--- config.mk ---
export PLATFORM = sky130hd
export DESIGN_NAME = instr_encoder_flat
export DESIGN_NICKNAME = d
export VERILOG_FILES = /design/src/rtl/instr_encoder_pkg.sv /design/src/rtl/instr_encoder_if.sv /design/src/rtl/instr_pack.sv /design/src/rtl/instr_encoder.sv /design/src/flat_wrapper.sv
export SDC_FILE = /design/constraint.sdc
export NUM_CORES = 1
export LEC_CHECK = 0
export CORE_MARGIN = 2
export CORE_UTILIZATION = 36
export DETAILED_ROUTE_END_ITERATION = 7
export PLACE_DENSITY = 0.78
export SLEW_MARGIN = 5
export SYNTH_ARGS = -nofsm -noshare
export SYNTH_HDL_FRONTEND = slang
export SYNTH_HIERARCHICAL = 1
export SYNTH_SLANG_ARGS = --single-unit
--- constraint.sdc ---
create_clock -name clk -period 1.91 [get_ports clk]
set_input_delay 0.4775 -clock clk [delete_from_list [all_inputs] [get_ports clk]]
set_output_delay 0.4775 -clock clk [all_outputs]
set_load 0.005 [all_outputs]
--- src/rtl/instr_encoder_pkg.sv ---
// Shared opcode constants, command-kind encodings and state type for the
// instruction encoder and any matching opcode decoder.
package instr_encoder_pkg;

  typedef enum logic [2:0] {
    KIND_R   = 3'd0,
    KIND_LW  = 3'd1,
    KIND_SW  = 3'd2,
    KIND_BEQ = 3'd3,
    KIND_J   = 3'd4,
    KIND_JAL = 3'd5
  } cmd_kind_e;

  localparam logic [5:0] OP_RTYPE = 6'b000000;
  localparam logic [5:0] OP_LW    = 6'b100011;
  localparam logic [5:0] OP_SW    = 6'b101011;
  localparam logic [5:0] OP_BEQ   = 6'b000100;
  localparam logic [5:0] OP_J     = 6'b000010;
  localparam logic [5:0] OP_JAL   = 6'b000011;

  typedef enum logic [1:0] {
    ST_IDLE  = 2'd0,
    ST_WRITE = 2'd1,
    ST_FULL  = 2'd2
  } enc_state_e;

  // I-type layout shared by lw, sw and beq.
  function automatic logic [31:0] pack_itype(input logic [5:0] op, input logic [4:0] rs,
                                             input logic [4:0] rt, input logic [15:0] imm);
    return {op, rs, rt, imm};
  endfunction

endpackage

--- src/rtl/instr_encoder_if.sv ---
// Command and instruction-memory write bus of the instruction encoder.
interface instr_encoder_if;
  logic        cmd_valid;
  logic        cmd_ready;
  logic [2:0]  cmd_kind;
  logic [4:0]  cmd_rs;
  logic [4:0]  cmd_rt;
  logic [4:0]  cmd_rd;
  logic [4:0]  cmd_shamt;
  logic [5:0]  cmd_funct;
  logic [15:0] cmd_imm;
  logic [25:0] cmd_target;
  logic        mem_we;
  logic [31:0] mem_addr;
  logic [31:0] mem_wdata;

  modport master (
    output cmd_valid, cmd_kind, cmd_rs, cmd_rt, cmd_rd, cmd_shamt,
           cmd_funct, cmd_imm, cmd_target,
    input  cmd_ready, mem_we, mem_addr, mem_wdata
  );

  modport slave (
    input  cmd_valid, cmd_kind, cmd_rs, cmd_rt, cmd_rd, cmd_shamt,
           cmd_funct, cmd_imm, cmd_target,
    output cmd_ready, mem_we, mem_addr, mem_wdata
  );
endinterface

--- src/rtl/instr_pack.sv ---
// Combinational field packer: turns a command kind plus fields into a
// 32-bit instruction word and flags kinds that have no encoding.
module instr_pack
  import instr_encoder_pkg::*;
(
  input  logic [2:0]  kind,
  input  logic [4:0]  rs,
  input  logic [4:0]  rt,
  input  logic [4:0]  rd,
  input  logic [4:0]  shamt,
  input  logic [5:0]  funct,
  input  logic [15:0] imm,
  input  logic [25:0] target,
  output logic [31:0] word,
  output logic        illegal
);

  // Select the layout for the requested kind.
  always_comb begin
    word    = 32'h0000_0000;
    illegal = 1'b0;
    case (kind)
      KIND_R:   word = {OP_RTYPE, rs, rt, rd, shamt, funct};
      KIND_LW:  word = pack_itype(OP_LW, rs, rt, imm);
      KIND_SW:  word = pack_itype(OP_SW, rs, rt, imm);
      KIND_BEQ: word = pack_itype(OP_BEQ, rs, rt, imm);
      KIND_J:   word = {OP_J, target};
      KIND_JAL: word = {OP_JAL, target};
      default: begin
        word    = 32'h0000_0000;
        illegal = 1'b1;
      end
    endcase
  end

endmodule

--- src/rtl/instr_encoder.sv ---
// Instruction encoder: accepts encode commands, writes packed words to
// sequential instruction-memory addresses and tracks fill level.
module instr_encoder
  import instr_encoder_pkg::*;
#(
  parameter int          DEPTH     = 64,
  parameter logic [31:0] BASE_ADDR = 32'h0000_0000
) (
  input  logic                         clk,
  input  logic                         rst,
  input  logic                         flush,
  instr_encoder_if.slave               bus,
  output logic [$clog2(DEPTH+1)-1:0]   count,
  output logic                         full,
  output logic                         err
);

  localparam int PTR_W = $clog2(DEPTH);
  localparam int CNT_W = $clog2(DEPTH + 1);

  enc_state_e       state_r;
  enc_state_e       state_next_s;
  logic [PTR_W-1:0] wr_ptr_r;
  logic [CNT_W-1:0] count_r;
  logic [CNT_W-1:0] count_inc_s;
  logic             full_r;
  logic             mem_we_r;
  logic [31:0]      mem_addr_r;
  logic [31:0]      mem_wdata_r;
  logic             err_r;
  logic [31:0]      pack_word_s;
  logic             pack_illegal_s;
  logic             hs_s;
  logic             legal_hs_s;

  instr_pack u_pack (
    .kind    (bus.cmd_kind),
    .rs      (bus.cmd_rs),
    .rt      (bus.cmd_rt),
    .rd      (bus.cmd_rd),
    .shamt   (bus.cmd_shamt),
    .funct   (bus.cmd_funct),
    .imm     (bus.cmd_imm),
    .target  (bus.cmd_target),
    .word    (pack_word_s),
    .illegal (pack_illegal_s)
  );

  // Ready deliberately drops in the flush and reset cycles so neither can race a handshake.
  assign bus.cmd_ready = !full_r && !flush && !rst;
  assign hs_s          = bus.cmd_valid && bus.cmd_ready;
  assign legal_hs_s    = hs_s && !pack_illegal_s;
  assign count_inc_s   = count_r + CNT_W'(1);

  // Next-state logic.
  always_comb begin
    state_next_s = state_r;
    case (state_r)
      ST_IDLE: begin
        if (legal_hs_s) state_next_s = ST_WRITE;
        else            state_next_s = ST_IDLE;
      end
      ST_WRITE: begin
        if (flush)           state_next_s = ST_IDLE;
        else if (legal_hs_s) state_next_s = ST_WRITE;
        else if (full_r)     state_next_s = ST_FULL;
        else                 state_next_s = ST_IDLE;
      end
      ST_FULL: begin
        if (flush) state_next_s = ST_IDLE;
        else       state_next_s = ST_FULL;
      end
      default: state_next_s = ST_IDLE;
    endcase
  end

  // State register.
  always_ff @(posedge clk) begin
    if (rst) state_r <= ST_IDLE;
    else     state_r <= state_next_s;
  end

  // Pointer, fill count and registered write/err outputs.
  always_ff @(posedge clk) begin
    if (rst) begin
      wr_ptr_r    <= '0;
      count_r     <= '0;
      full_r      <= 1'b0;
      mem_we_r    <= 1'b0;
      err_r       <= 1'b0;
      mem_wdata_r <= 32'h0000_0000;
      mem_addr_r  <= BASE_ADDR;
    end else begin
      mem_we_r <= legal_hs_s;
      err_r    <= hs_s && pack_illegal_s;
      if (legal_hs_s) begin
        mem_wdata_r <= pack_word_s;
        mem_addr_r  <= BASE_ADDR + 32'({wr_ptr_r, 2'b00});
      end
      if (flush) begin
        wr_ptr_r <= '0;
        count_r  <= '0;
        full_r   <= 1'b0;
      end else if (legal_hs_s) begin
        wr_ptr_r <= wr_ptr_r + PTR_W'(1);
        count_r  <= count_inc_s;
        full_r   <= (count_inc_s == CNT_W'(DEPTH));
      end
    end
  end

  assign bus.mem_we    = mem_we_r;
  assign bus.mem_addr  = mem_addr_r;
  assign bus.mem_wdata = mem_wdata_r;
  assign count         = count_r;
  assign full          = full_r;
  assign err           = err_r;

endmodule
--- src/flat_wrapper.sv ---
// flat-port wrapper written by rule: the top's interface ports become plain ports
module instr_encoder_flat import instr_encoder_pkg::*;
#(
  parameter int          DEPTH     = 64,
  parameter logic [31:0] BASE_ADDR = 32'h0000_0000
)
  (clk, rst, flush, count, full, err, bus_cmd_valid, bus_cmd_kind, bus_cmd_rs, bus_cmd_rt, bus_cmd_rd, bus_cmd_shamt, bus_cmd_funct, bus_cmd_imm, bus_cmd_target, bus_cmd_ready, bus_mem_we, bus_mem_addr, bus_mem_wdata);
  instr_encoder_if bus_i ();
  input  logic clk;
  input  logic rst;
  input  logic flush;
  output logic [$clog2(DEPTH+1)-1:0] count;
  output logic full;
  output logic err;
  input wire logic [$bits(bus_i.cmd_valid)-1:0] bus_cmd_valid;
  input wire logic [$bits(bus_i.cmd_kind)-1:0] bus_cmd_kind;
  input wire logic [$bits(bus_i.cmd_rs)-1:0] bus_cmd_rs;
  input wire logic [$bits(bus_i.cmd_rt)-1:0] bus_cmd_rt;
  input wire logic [$bits(bus_i.cmd_rd)-1:0] bus_cmd_rd;
  input wire logic [$bits(bus_i.cmd_shamt)-1:0] bus_cmd_shamt;
  input wire logic [$bits(bus_i.cmd_funct)-1:0] bus_cmd_funct;
  input wire logic [$bits(bus_i.cmd_imm)-1:0] bus_cmd_imm;
  input wire logic [$bits(bus_i.cmd_target)-1:0] bus_cmd_target;
  output wire logic [$bits(bus_i.cmd_ready)-1:0] bus_cmd_ready;
  output wire logic [$bits(bus_i.mem_we)-1:0] bus_mem_we;
  output wire logic [$bits(bus_i.mem_addr)-1:0] bus_mem_addr;
  output wire logic [$bits(bus_i.mem_wdata)-1:0] bus_mem_wdata;
  assign bus_i.cmd_valid = bus_cmd_valid;
  assign bus_i.cmd_kind = bus_cmd_kind;
  assign bus_i.cmd_rs = bus_cmd_rs;
  assign bus_i.cmd_rt = bus_cmd_rt;
  assign bus_i.cmd_rd = bus_cmd_rd;
  assign bus_i.cmd_shamt = bus_cmd_shamt;
  assign bus_i.cmd_funct = bus_cmd_funct;
  assign bus_i.cmd_imm = bus_cmd_imm;
  assign bus_i.cmd_target = bus_cmd_target;
  assign bus_cmd_ready = bus_i.cmd_ready;
  assign bus_mem_we = bus_i.mem_we;
  assign bus_mem_addr = bus_i.mem_addr;
  assign bus_mem_wdata = bus_i.mem_wdata;
  instr_encoder #(.DEPTH(DEPTH), .BASE_ADDR(BASE_ADDR)) u_core (.clk(clk), .rst(rst), .flush(flush), .bus(bus_i), .count(count), .full(full), .err(err));
endmodule
Word-level counts from Yosys, hierarchy flattened
Cells that the tools add are included.
- multiplexer cells: 2
- add/subtract/negate cells: 2
- eq/ne operators: 6
- reductions and logical operators: 11
- operator list (operator ; number):
    $pmux 32 s6 ; 1
    $add 7x1->7 const B ; 1
    $eq 7x7->1 const B ; 1
    $add 6x1->6 const B ; 1
    $eq 3x2->1 const B ; 2
    $eq 3x3->1 const B ; 2
    $reduce_or 6->1 ; 1
    $logic_and 1x1->1 ; 5
    $eq 3x1->1 const B ; 1
    $logic_not 1->1 ; 3
    $logic_not 3->1 ; 1
    $reduce_or 2->1 ; 1
    $mux 1 ; 1
- logic and storage cells: 28
- output and inout bits: 75
- flip-flop bits (word level): 54
- input port bits: 75

Longest topological paths before layout
- depth in word-level cells: 5
- mapped depth: 12
- depth with buffers taken out: 7

Hierarchy
The synthesis kept the hierarchy.
- by module, submodules not included (module ; area each (sq um) ; cells an instance ; sequential area each (sq um) ; times used):
    instr_encoder ; 2270.9 ; 278 ; 1081.0 ; 1
    instr_pack ; 546.8 ; 69 ; 0.0 ; 1

Least setup slack after synthesis
Ideal clock, no wire load.
- kind: input-to-reg
- start: in bus_cmd_kind[2]
- end: reg u_core.mem_addr_r[2] (netlist: u_core/bus.mem_addr[2])
- setup time: 70 ps
- arrival time: 1806 ps
- cell stages on the path: 11
- buffers on the path: 5
- setup slack: 34 ps
- data required time: 1840 ps
- cell sequence: buf_2 inv_2 buf_2 nor2_1 buf_2 inv_1 nand2b_4 buf_6 clkbuf_1 nand2_1 a21oi_1
- cells in the longest elaborated chain, start to end: 3
- elaborated cells between the ends (all ways): 8
- those cells by class: 5 x eq/ne; 3 x reduce/logical
- ends and longest elaborated chain (what ; RTL line ; RTL):
    start, declared ; flat_wrapper.sv:16 ; input wire logic [$bits(bus_i.cmd_kind)-1:0] bus_cmd_kind;
    $eq 3x3->1 (tied with other cells) ; instr_pack.sv:22 ; case (kind)
    $reduce_or 6->1 (no source line) * ; - ;
    $logic_and 1x1->1 * ; instr_encoder.sv:52 ; assign legal_hs_s = hs_s && !pack_illegal_s;
    end signal, assigned ; instr_encoder.sv:98 ; mem_addr_r <= BASE_ADDR + 32'({wr_ptr_r, 2'b00});
    end, declared ; instr_encoder.sv:28 ; logic [31:0] mem_addr_r;
Every way passes the cells marked *; elsewhere a longest branch is shown, timed or not.
A chain may end at the register's enable or synchronous reset.

Worst setup path in the final report
- start: in bus_cmd_valid
- end: reg u_core.wr_ptr_r[5]
- cells in the longest elaborated chain, start to end: 2
- ends and longest elaborated chain (what ; RTL line ; RTL):
    start, declared ; flat_wrapper.sv:15 ; input wire logic [$bits(bus_i.cmd_valid)-1:0] bus_cmd_valid;
    $logic_and 1x1->1 ; instr_encoder.sv:51 ; assign hs_s = bus.cmd_valid && bus.cmd_ready;
    $logic_and 1x1->1 ; instr_encoder.sv:52 ;
    end signal, assigned ; instr_encoder.sv:105 ; wr_ptr_r <= wr_ptr_r + PTR_W'(1);
    end, declared ; instr_encoder.sv:23 ; logic [PTR_W-1:0] wr_ptr_r;
Every way passes these cells.

==> results.txt <==
----------------------------------------------------
[Finish]
  Final cell count without fillers ... about 580
  Share of cells above drive strength 1 ... 10.1%
  Utilization after layout ... a little under three fifths
  Diodes inserted ... 0
  Number of nets in the layout ... 551
  Layout-stage area growth over the synthesis result ... 52.9%

[Worst setup path]
  Source of the critical timing path ... bus_cmd_valid
  Critical path start-end classification ... input port to register
  CP max FO ... 8
  Critical Path Sink Type ... register
  Worst setup SP type ... input port
  Required time of the worst setup path ... around 2.1 ns
  Data arrival time of the critical path ... around 2.1 ns
  R2r startpoint ... u_core/full$_SDFFE_PP0P_

[Placed design]
  Detail Placement HPWL ... around 5.9 mm
  Cell count after placement ... approximately 570
  Last weighted congestion value of the routability-driven placer ... between 0.8 and 0.9
  IO buf count ... about 120

[Die]
  Die extent in y ... around 90 um
  Count of pins on the block boundary ... 150
  Floorplan die area ... roughly 8600 um^2
  Initial Util ... a little under two fifths
  CORE AREA ... approximately 7600 um^2
  Die W ... 92.5 um
  Row cnt ... 32

[CTS]
  PostCTS Resize Cnt ... 6
  Clock buffer count from CTS ... 5
  Clock buffer depth ... 2
  Number of levels in the clock H-tree ... 2
  TritonCTS clock tree ... built
  Insertion delay of the later-clocked pin in the worst-skew pair ... roughly 0.31 ns
  Clock input transition at the sequential cells of the worst setup and hold paths ... ~0.090 ns
  Cts hold-fix bufs ... 0
  Library cell used as clock root buffer ... clkbuf_8
  Number of clock sinks ... 54
  Buffers inserted by post-CTS timing repair ... 0

[Detailed routing]
  Vias per cell ... roughly 4.9
  Routed wirelength normalized by instance count ... ~14 um
  Topmost layer with routed signal wires ... met4
  Pre-Repair DR Iteration Count ... 4
  Wire length after detailed routing ... 8.16 mm
  Post-detailed-route count of antenna-violating nets ... 0
  Starting DRC count in detailed routing ... 115
  DR vias ... approximately 2800
  Wire length the detailed router placed on met1 ... ~3.3 mm
  Total met2 wirelength after detailed routing ... between 4 and 5 mm
  Detailed route wirelength on metal3 ... 507 um
  DR DRC count ... 0

[GRT]
  All-Layer GR Usage ... a little under a fifth
  Largest net degree at the start of global routing ... 39
  Overflow left after global routing ... 0
  First-pass GRT wire length ... 13.0 mm
  Antenna violations before repair ... 0
  Via count of the first global-routing pass ... between 2000 and 3000

[STA]
  Sum of negative setup slack ... 0 ns
  Slew Limit Fails ... 0
  Count of final setup violators ... 0
  Worst-case hold slack ... approximately 0.46 ns
  Worst clock skew on the final layout ... 0.0151 ns
  Crit path time final ... 1.87 ns
  Achievable Freq ... roughly 540 MHz
  Share of the clock period used by the worst path ... around 98%
  Final hold vios ... 0

[Synth]
  Register area share after synthesis ... 38.4%
  Cell area after synthesis ... 2820 um^2
  Count of different cell masters after synthesis ... 37
  Synthesis warning total ... 6
  Fraction of registers with async set/reset ... 0%
  Syn Inst Count ... roughly 350
  Yosys reg bits ... 54
  Post-Synthesis Mean Instance Area ... a little over 8 um^2
  Number of flops mapped to enable cells by yosys ... 0
  Top_reg_cell synth ... dfxtp_1

[Power and ir drop]
  Total power ... roughly 2300 uW
  Worst VDD drop ... ~0.29 mV
  Total power per unit cell area ... approximately 520 nW/um^2
  Static Leak ... 0.00155 uW

[Hold path]
  Class of the worst hold path ... register to register
  Beginning of the worst hold path ... u_core/bus.mem_wdata[9]$_SDFFE_PP0P_

[Run status]
  Status ... finished clean

[Run]
  Max_cap viols ... 0

----------------------------------------------------
[cells in the final DEF (no fill, tap or decap), drive strengths merged, types with 2 or more instances in the layout]
cell type      count
inv                5
nor2              16
conb              27
xnor2             12
a221o             16
a22o              10
nand4              2
mux2i              2
nand3              3
nand2             88
a21oi             40
nor3b              2
nor4b             16
clkbuf             5
clkinv             2
nor4               5
dlygate4sd2        2
o21ai              2
dfxtp             54
nor3               2
ha                 3
clkdlybuf4s50    120
buf               26
[stage by stage]
step	cell area, um^2	setup WS [ns]
3_3_place_gp	4160	-0.382
5_1_grt	4310	-0.0137
4_1_cts	4260	0.00571
3_5_place_dp	4160	-0.430
6_report	4310	0.0445
2_1_floorplan	2910	0.0335
[sequential cells by signal, summed over array words and instances, names as in the netlist]
name                  flops
u_core/bus.mem_wdata     32
u_core/count              7
u_core/bus.mem_addr       6
u_core/wr_ptr_r           6
u_core/bus.mem_we         1
u_core/err                1
u_core/full               1
[kinds of logic (layout without fill, tap and decap cells)]
group           Yosys count  after routing  synth area share, %
mux                       2              2                0.711
flops                    54             54                 38.4
xor+xnor                 12             12                 3.73
other cells               2             27                0.267
compound gates           73             73                 17.9
fa+ha+maj                 3              3                 1.33
buf+inv                  60            162                 14.0
simple gates            141            141                 23.8
[critical path, cell delays in order]
cell,delay (ns)
clkdlybuf4s50_1,0.45
or4b_4,0.47
buf_6,0.17
nor4_4,0.28
xnor2_1,0.15
nor2_1,0.06
[report_power, final]
group	leakage [uW]	internal, uW	switching, uW
Combinational	0.00107	271	174
Clock	0.0000447	266	392
Sequential	0.000437	1140	9.49
Total	0.00155	1680	575
[path summary, 6_finish.rpt]
check / endpoint / slack (ns) / depth (start not counted)
worst max-delay path: u_core/wr_ptr_r[5]$_SDFFE_PP0P_ / 0.04 / 6
worst min-delay path: u_core/bus.mem_wdata[9]$_SDFFE_PP0P_ / 0.46 / 2
worst max register to register: u_core/wr_ptr_r[5]$_SDFFE_PP0P_ / 0.21 / 5
worst min register to register: u_core/bus.mem_wdata[9]$_SDFFE_PP0P_ / 0.46 / 2
[Yosys cell counts (all sizes together) (4+ instances only)]
library cell   n  area (um^2)
nor4           5         31.3
xnor2         12          105
a221o         16          160
buf           44          329
a22o          10         87.6
clkbuf        11         41.3
dfxtp         54         1080
nor2          16         60.1
a21oi         40          200
inv            4         15.0
nand2         88          330
nor4b         16          140
[per-layer routing]
layer	vias up	GRT usage, %
li1	1392	-
met1	1331	22.8
met2	111	33.1
met3	11	3.91
met4	0	4.73
met5	-	0
[area by class of cell]
| type | instances | area (um^2) |
|---|---|---|
| clock buffer | 5 | 68.8 |
| timing repair buffer | 149 | 1490 |
| tap | 102 | 128 |
| fill | 673 | 3340 |
| sequential | 54 | 1080 |
| inverter | 5 | 23.8 |
| clock inverter | 3 | 25.0 |
| multi-input combinational | 258 | 1490 |
Note: power is estimated with default switching activity, not from simulation.
